File: src/rtl/fridge_pkg.sv
// ---------------------------------------------------------------------------
// fridge_pkg
// Shared definitions for the fridge/freezer cooling scheduler.
//   - FSM state encodings (plain localparams so older tools and waveform
//     viewers see stable numeric codes)
//   - valve zone encodings
//   - temperature code width
//   - demand/satisfaction helpers evaluated one bit wider than the
//     temperature codes, so setpoint + hysteresis never wraps
// ---------------------------------------------------------------------------
package fridge_pkg;

    localparam int TEMP_W  = 5;
    localparam int STATE_W = 3;

    localparam logic [STATE_W-1:0] ST_OFF    = 3'd0;
    localparam logic [STATE_W-1:0] ST_REST   = 3'd1;
    localparam logic [STATE_W-1:0] ST_IDLE   = 3'd2;
    localparam logic [STATE_W-1:0] ST_RUN_FG = 3'd3;
    localparam logic [STATE_W-1:0] ST_RUN_FR = 3'd4;

    localparam logic ZONE_FG = 1'b0;
    localparam logic ZONE_FR = 1'b1;

    // Per-cycle cooling request summary for both compartments.
    typedef struct packed {
        logic dem_fg;
        logic dem_fr;
        logic sat_fg;
        logic sat_fr;
    } demand_t;

    // A compartment wants cooling once it is warmer than its setpoint by more
    // than the hysteresis band. The extra MSB keeps setpoint 31 + 2 = 33
    // instead of wrapping to 1, so a maximum setpoint simply never demands.
    function automatic logic is_demand(input logic [TEMP_W-1:0] sense,
                                       input logic [TEMP_W-1:0] set,
                                       input int                hyst);
        logic [TEMP_W:0] limit;
        limit = {1'b0, set} + (TEMP_W + 1)'(hyst);
        return ({1'b0, sense} > limit);
    endfunction

    // A compartment is satisfied once it is at or below its setpoint.
    function automatic logic is_satisfied(input logic [TEMP_W-1:0] sense,
                                          input logic [TEMP_W-1:0] set);
        return (sense <= set);
    endfunction

endpackage

File: src/rtl/door_alarm_timer.sv
// ---------------------------------------------------------------------------
// door_alarm_timer
// Counts consecutive cycles a compartment door is open and raises a
// registered alarm once the count reaches DOOR_LIM.
//
// Ports:
//   clk    in   system clock
//   rst    in   synchronous, active-high reset
//   en     in   timer enable (appliance powered and not in OFF)
//   door   in   1 = door open
//   alarm  out  registered alarm, high while the door has been open for at
//               least DOOR_LIM consecutive enabled cycles
// ---------------------------------------------------------------------------
module door_alarm_timer #(
    parameter int DOOR_LIM = 8,
    parameter int CNT_W    = 8
) (
    input  logic clk,
    input  logic rst,
    input  logic en,
    input  logic door,
    output logic alarm
);

    localparam logic [CNT_W-1:0] LIM = CNT_W'(DOOR_LIM);
    localparam logic [CNT_W-1:0] ONE = CNT_W'(1);

    logic [CNT_W-1:0] cnt_q;
    logic [CNT_W-1:0] cnt_d;
    logic             alarm_q;
    logic             alarm_d;

    // The open-time counter restarts from zero whenever the door is closed or
    // the timer is disabled, and saturates at the limit so a door left open
    // indefinitely keeps the alarm up without the counter rolling over.
    // The alarm is derived from the next count so it appears on the same edge
    // that the count reaches the limit.
    always_comb begin
        cnt_d   = '0;
        alarm_d = 1'b0;
        if (en && door) begin
            cnt_d   = (cnt_q >= LIM) ? LIM : (cnt_q + ONE);
            alarm_d = (cnt_d >= LIM);
        end
    end

    // Counter and alarm flops, cleared by the synchronous reset.
    always_ff @(posedge clk) begin
        if (rst) begin
            cnt_q   <= '0;
            alarm_q <= 1'b0;
        end else begin
            cnt_q   <= cnt_d;
            alarm_q <= alarm_d;
        end
    end

    assign alarm = alarm_q;

endmodule

File: src/rtl/fridge_cooling_scheduler.sv
// ---------------------------------------------------------------------------
// fridge_cooling_scheduler
// Shares one compressor between the fridge and freezer compartments. It
// compares each sensed temperature with its setpoint, picks which compartment
// the compressor cools, enforces minimum on/off times and a maximum run time
// with round-robin fairness, and raises per-door open alarms.
//
// Ports:
//   clk         in   system clock
//   rst         in   synchronous, active-high reset (priority over i)
//   i           in   appliance power, 1 = on
//   fgt         in   fridge setpoint code (higher = warmer)
//   frt         in   freezer setpoint code
//   fg_sense    in   sensed fridge temperature code
//   fr_sense    in   sensed freezer temperature code
//   door_fg     in   fridge door open
//   door_fr     in   freezer door open
//   comp_on     out  compressor enable (registered)
//   zone_sel    out  valve select, 0 = fridge, 1 = freezer; holds outside RUN
//   state       out  current FSM state code
//   door_alarm  out  bit0 = fridge alarm, bit1 = freezer alarm
// ---------------------------------------------------------------------------
module fridge_cooling_scheduler
    import fridge_pkg::*;
#(
    parameter int HYST     = 2,
    parameter int MIN_ON   = 4,
    parameter int MIN_OFF  = 3,
    parameter int MAX_RUN  = 16,
    parameter int DOOR_LIM = 8,
    parameter int CNT_W    = 8
) (
    input  logic               clk,
    input  logic               rst,
    input  logic               i,
    input  logic [TEMP_W-1:0]  fgt,
    input  logic [TEMP_W-1:0]  frt,
    input  logic [TEMP_W-1:0]  fg_sense,
    input  logic [TEMP_W-1:0]  fr_sense,
    input  logic               door_fg,
    input  logic               door_fr,
    output logic               comp_on,
    output logic               zone_sel,
    output logic [STATE_W-1:0] state,
    output logic [1:0]         door_alarm
);

    localparam logic [CNT_W-1:0] MIN_ON_C  = CNT_W'(MIN_ON);
    localparam logic [CNT_W-1:0] MIN_OFF_C = CNT_W'(MIN_OFF);
    localparam logic [CNT_W-1:0] MAX_RUN_C = CNT_W'(MAX_RUN);
    localparam logic [CNT_W-1:0] ONE       = CNT_W'(1);

    logic [STATE_W-1:0] state_q;
    logic [STATE_W-1:0] state_d;
    logic               comp_on_q;
    logic               comp_on_d;
    logic               zone_sel_q;
    logic               zone_sel_d;
    logic               last_served_q;
    logic               last_served_d;
    logic [CNT_W-1:0]   rest_cnt_q;
    logic [CNT_W-1:0]   rest_cnt_d;
    logic [CNT_W-1:0]   run_cnt_q;
    logic [CNT_W-1:0]   run_cnt_d;

    demand_t            dem;
    logic               run_zone;
    logic               sat_self;
    logic               dem_other;
    logic               door_en;
    logic               alarm_fg;
    logic               alarm_fr;

    // Demand and satisfaction come straight from the live inputs every cycle,
    // so sensor or setpoint changes mid-run act immediately.
    always_comb begin
        dem.dem_fg = is_demand(fg_sense, fgt, HYST);
        dem.dem_fr = is_demand(fr_sense, frt, HYST);
        dem.sat_fg = is_satisfied(fg_sense, fgt);
        dem.sat_fr = is_satisfied(fr_sense, frt);
    end

    // While running, look at the compartment being served and at the one
    // waiting; the RUN_FG and RUN_FR states share the same exit rules.
    always_comb begin
        run_zone  = (state_q == ST_RUN_FR) ? ZONE_FR : ZONE_FG;
        sat_self  = (run_zone == ZONE_FR) ? dem.sat_fr : dem.sat_fg;
        dem_other = (run_zone == ZONE_FR) ? dem.dem_fg : dem.dem_fr;
    end

    // Main scheduler FSM.
    // Losing power wins over everything, including minimum on-time, and clears
    // the counters. Coming back from OFF always goes through REST, so the
    // compressor is never restarted straight after a power glitch.
    // A run ends when the served compartment is satisfied after the minimum
    // on-time, or when it has hit the maximum run length while the other
    // compartment is waiting; either way the compressor rests afterwards and
    // the served compartment is remembered for the round-robin tie-break.
    always_comb begin
        state_d       = state_q;
        comp_on_d     = comp_on_q;
        zone_sel_d    = zone_sel_q;
        last_served_d = last_served_q;
        rest_cnt_d    = rest_cnt_q;
        run_cnt_d     = run_cnt_q;

        if (!i) begin
            state_d    = ST_OFF;
            comp_on_d  = 1'b0;
            rest_cnt_d = '0;
            run_cnt_d  = '0;
        end else begin
            case (state_q)
                ST_OFF: begin
                    state_d    = ST_REST;
                    comp_on_d  = 1'b0;
                    rest_cnt_d = ONE;
                    run_cnt_d  = '0;
                end

                ST_REST: begin
                    comp_on_d = 1'b0;
                    if (rest_cnt_q >= MIN_OFF_C) begin
                        state_d    = ST_IDLE;
                        rest_cnt_d = '0;
                    end else begin
                        rest_cnt_d = rest_cnt_q + ONE;
                    end
                end

                ST_IDLE: begin
                    comp_on_d = 1'b0;
                    if (dem.dem_fg || dem.dem_fr) begin
                        comp_on_d = 1'b1;
                        run_cnt_d = ONE;
                        if (dem.dem_fg && dem.dem_fr) begin
                            // Tie: serve whichever compartment went last.
                            zone_sel_d = (last_served_q == ZONE_FG) ? ZONE_FR : ZONE_FG;
                        end else begin
                            zone_sel_d = dem.dem_fr ? ZONE_FR : ZONE_FG;
                        end
                        state_d = (zone_sel_d == ZONE_FR) ? ST_RUN_FR : ST_RUN_FG;
                    end
                end

                ST_RUN_FG,
                ST_RUN_FR: begin
                    if (((run_cnt_q >= MIN_ON_C) && sat_self) ||
                        ((run_cnt_q == MAX_RUN_C) && dem_other)) begin
                        state_d       = ST_REST;
                        comp_on_d     = 1'b0;
                        rest_cnt_d    = ONE;
                        run_cnt_d     = '0;
                        last_served_d = run_zone;
                    end else begin
                        comp_on_d = 1'b1;
                        run_cnt_d = (run_cnt_q >= MAX_RUN_C) ? MAX_RUN_C : (run_cnt_q + ONE);
                    end
                end

                default: begin
                    // Unused codes recover through OFF and then REST.
                    state_d    = ST_OFF;
                    comp_on_d  = 1'b0;
                    rest_cnt_d = '0;
                    run_cnt_d  = '0;
                end
            endcase
        end
    end

    // FSM state, outputs and counters. last_served starts as freezer so the
    // first contested run after reset goes to the fridge.
    always_ff @(posedge clk) begin
        if (rst) begin
            state_q       <= ST_OFF;
            comp_on_q     <= 1'b0;
            zone_sel_q    <= ZONE_FG;
            last_served_q <= ZONE_FR;
            rest_cnt_q    <= '0;
            run_cnt_q     <= '0;
        end else begin
            state_q       <= state_d;
            comp_on_q     <= comp_on_d;
            zone_sel_q    <= zone_sel_d;
            last_served_q <= last_served_d;
            rest_cnt_q    <= rest_cnt_d;
            run_cnt_q     <= run_cnt_d;
        end
    end

    // Door timers only run while powered and out of OFF, which keeps the
    // alarms low in OFF and on the first cycle back from it.
    assign door_en = i && (state_q != ST_OFF);

    door_alarm_timer #(
        .DOOR_LIM (DOOR_LIM),
        .CNT_W    (CNT_W)
    ) u_door_fg (
        .clk   (clk),
        .rst   (rst),
        .en    (door_en),
        .door  (door_fg),
        .alarm (alarm_fg)
    );

    door_alarm_timer #(
        .DOOR_LIM (DOOR_LIM),
        .CNT_W    (CNT_W)
    ) u_door_fr (
        .clk   (clk),
        .rst   (rst),
        .en    (door_en),
        .door  (door_fr),
        .alarm (alarm_fr)
    );

    assign comp_on    = comp_on_q;
    assign zone_sel   = zone_sel_q;
    assign state      = state_q;
    assign door_alarm = {alarm_fr, alarm_fg};

endmodule

File: config.mk
export PLATFORM = sky130hd
export DESIGN_NAME = fridge_cooling_scheduler
export DESIGN_NICKNAME = d
export VERILOG_FILES = /design/src/rtl/fridge_pkg.sv /design/src/rtl/door_alarm_timer.sv /design/src/rtl/fridge_cooling_scheduler.sv
export SDC_FILE = /design/constraint.sdc
export NUM_CORES = 1
export LEC_CHECK = 0
export ABC_AREA = 1
export CORE_MARGIN = 2
export CORE_UTILIZATION = 59
export CTS_CLUSTER_DIAMETER = 40
export DETAILED_ROUTE_END_ITERATION = 10
export GPL_ROUTABILITY_DRIVEN = 0
export PLACE_DENSITY_LB_ADDON = 0.15
export SYNTH_ARGS = -nofsm -noshare
export SYNTH_HDL_FRONTEND = slang
export SYNTH_SLANG_ARGS = --single-unit
export TNS_END_PERCENT = 30
File: constraint.sdc
create_clock -name clk -period 3.95 [get_ports clk]
set_clock_uncertainty 0.05 [all_clocks]
set_input_delay 1.185 -clock clk [delete_from_list [all_inputs] [get_ports clk]]
set_output_delay 1.185 -clock clk [all_outputs]
set_load 0.01 [all_outputs]
==> out/metrics.cfg <==
[clocking]
cts.sinks=40
post_cts_buffers=0
clock_path_buffers=2
clk_latency_ps=300
h-tree-depth=2
cts_root_buffer=clkbuf_8
cts_tree=yes
cts_made_buffers=5
cts_hold_buf=0
cts-resized-gates=0
clk_pin_slew_ps=80

[floorplan]
core_area_sq_um=3720
start_util_pct=61.8
dieArea_sq_um=4410
die_h_um=66.4
rows=22
ioPinCount=32
fp.dieW_um=66.4

[synth]
synth_area_sq_um=2300
yosys.area.top_type=dfxtp_1
netlist_instances=321
synth.area.top_cells=dfxtp_1 (35%), ha_1 (15%), nand2_1 (10%), inv_1 (8.2%), nor2_1 (5.7%)
synthMuxAreaShare_pct=0
avgSynthCellArea_sq_um=7.16
synth_compound_area_share_pct=6.10
synth_warnings=0
synth_cell_types=30
yosysSeqAreaShare_pct=34.9
ys_ff_latch=40
yosysTopAreaCellShare_pct=34.9
synth_top_family_by_area=simple AND/OR/NAND/NOR gates
synth-simple-area-share_pct=29.5
yosys.area_share.xor_xnor_pct=3.05
synthAdderAreaFrac_pct=14.7

[placed_design]
port_buffers=31
dp_cells=403
dp_hpwl_um=3220
pre_cts_ws_ps=367

[setup_path]
arrival_ps=3420
startpoint_type=input port
cp_max_fo=11
critical_path_class=input port to flip-flop
worstSetupEndpointType=flip-flop
worstPathRequired_ps=4100
r2r_cells=10

[pwr]
finalPower_mw=0.993
vdd_ir_drop_max_uv=293
p_leak_nw=1.34
powerDensity_nw_per_um2=357

[routing]
antenna_left=0
viasPerCell=4.77
via_count=1962
drt_pass1_iterations=4
drc=0
wire_per_inst_um=9.85
routed_wl_um=4050
drt_iter0_drc=102

[global_route]
grt_use_met2_pct=36.4
grtUsageTotal_pct=21.2
grt_overflow_total=0
top_usage_layer=met2
grt_pass1_vias=1812
grt_pass1_wl_um=7200
antenna_found_initial=0
grt_max_degree=15
use_met3_pct=4.09
grtUsageMet1_pct=25.5

[hold_path]
hold-path-cell-count=2
min_path_type=flip-flop to flip-flop

[sta]
holdWs_ps=386
hold_viol_final=0
worst_slack_ps=682
period_minus_slack_ps=3270
post-route-period-util_pct=82.7
max-slew-margin-rel_pct=65.5
max_freq_mhz=306
finalSetupViolations=0
rsz0062_at_grt=false
tightestPinTransition_ps=515
slew_viol_final=0
tns_ps=0

[layout]
fin_cells=411
antenna_cells=0
drive_above_1_share_pct=8.26
area_delta_synth_final_pct=21.1
nets=414
fillers=318

[outcome]
status=finished clean

[job]
max_cap_viol_count=0

layout make-up:
cell class                 count  area, sq um  area share (%)
multi-input combinational    221         1260            45.1
sequential                    40          801            28.8
timing repair buffer          32          318            11.4
inverter                      62          233            8.36
clock buffer                   5         68.8            2.47
tap                           48         60.1            2.16
clock inverter                 3         46.3            1.66
flip-flops by register name, indices dropped and copies added, names as in the netlist:
signal	cells
rest_cnt_q	8
run_cnt_q	8
u_door_fg.cnt_q	8
u_door_fr.cnt_q	8
state	3
comp_on	1
last_served_q	1
u_door_fg.alarm	1
u_door_fr.alarm	1
zone_sel	1
cell usage in the layout, fill, tap and decap left out, drive strengths merged, types with 2 or more instances in the layout:
master          n
clkdlybuf4s50  31
inv            62
xnor2           5
nor2           36
o21bai          2
nand3          27
a21oi          18
nor3           13
xor2            3
dfxtp          40
conb            8
nand4           5
nand2          68
ha             27
clkbuf          5
o21ai           4
metrics by stage:
step | utilization, % | area (sq um)
floorplan | - | 2320
global placement | 71.8 | 2670
detailed placement | 71.8 | 2670
CTS | 74.9 | 2780
global route | 74.9 | 2780
finish | 74.9 | 2780
metal layers:
layer / wire length (um) / share of wire [%]
met1: 1940 / 48
met4: 62 / 1.5
met2: 1910 / 47
met3: 135 / 3.3
met5: 0 / 0
synth_stat cells:
| master | count |
|---|---|
| nand3_2 | 2 |
| a21boi_0 | 1 |
| inv_1 | 50 |
| buf_4 | 2 |
| xor2_1 | 3 |
| o21bai_1 | 2 |
| o21ai_0 | 3 |
| conb_1 | 1 |
| or2_1 | 1 |
| dfxtp_1 | 40 |
| nor2_1 | 35 |
| nand2_2 | 4 |
| a21oi_2 | 2 |
| nand3_1 | 25 |
| clkbuf_1 | 2 |
| nand4_1 | 5 |
| nor3_2 | 1 |
| nand2_1 | 64 |
| nor3_1 | 12 |
| nand3b_1 | 1 |
| nor2_2 | 1 |
| nor3b_1 | 1 |
| clkinv_1 | 1 |
| a21oi_1 | 16 |
| o21ai_1 | 1 |
| inv_2 | 11 |
| xnor2_1 | 5 |
| ha_1 | 27 |
| buf_6 | 1 |
| or4_1 | 1 |
critical path, cell delays in order:
cell and delay [ps]:
clkdlybuf4s50_1 470, ha_1 250, xnor2_1 130, ha_1 280
nand3_1 100, inv_1 40, nand2_1 60, nand2_1 80
nand3_1 70, nand2_1 60, nand2_1 100, nand3_2 210
nand2_1 140, inv_2 70, nor2_1 100, nor2_1 50
kinds of logic (layout without fill, tap and decap cells):
kind of cell / after synthesis / in the layout
buffers and inverters: 67 / 102
DFF: 40 / 40
and+or+nand+nor: 153 / 153
xor gates and xnor gates: 8 / 8
adders and majority gates: 27 / 27
other: 1 / 8
AOI/OAI and AO/OA: 25 / 25
worst paths after layout:
| check | end | start | slack, ps |
|---|---|---|---|
| setup / recovery | rest_cnt_q[1]$_SDFFE_PP0P_ | fgt[1] | 680 |
| hold / removal | run_cnt_q[5]$_SDFFE_PP0P_ | run_cnt_q[5]$_SDFFE_PP0P_ | 390 |
| setup reg to reg | rest_cnt_q[1]$_SDFFE_PP0P_ | state[0]$_SDFFE_PP0P_ | 2240 |
| hold reg to reg | run_cnt_q[5]$_SDFFE_PP0P_ | run_cnt_q[5]$_SDFFE_PP0P_ | 390 |
power by group:
group	total, mW	internal, mW	switching [mW]
logic	0.224	0.0939	0.130
registers	0.429	0.418	0.0116
clock network	0.340	0.190	0.149
Note: power is estimated with default switching activity, not from simulation.
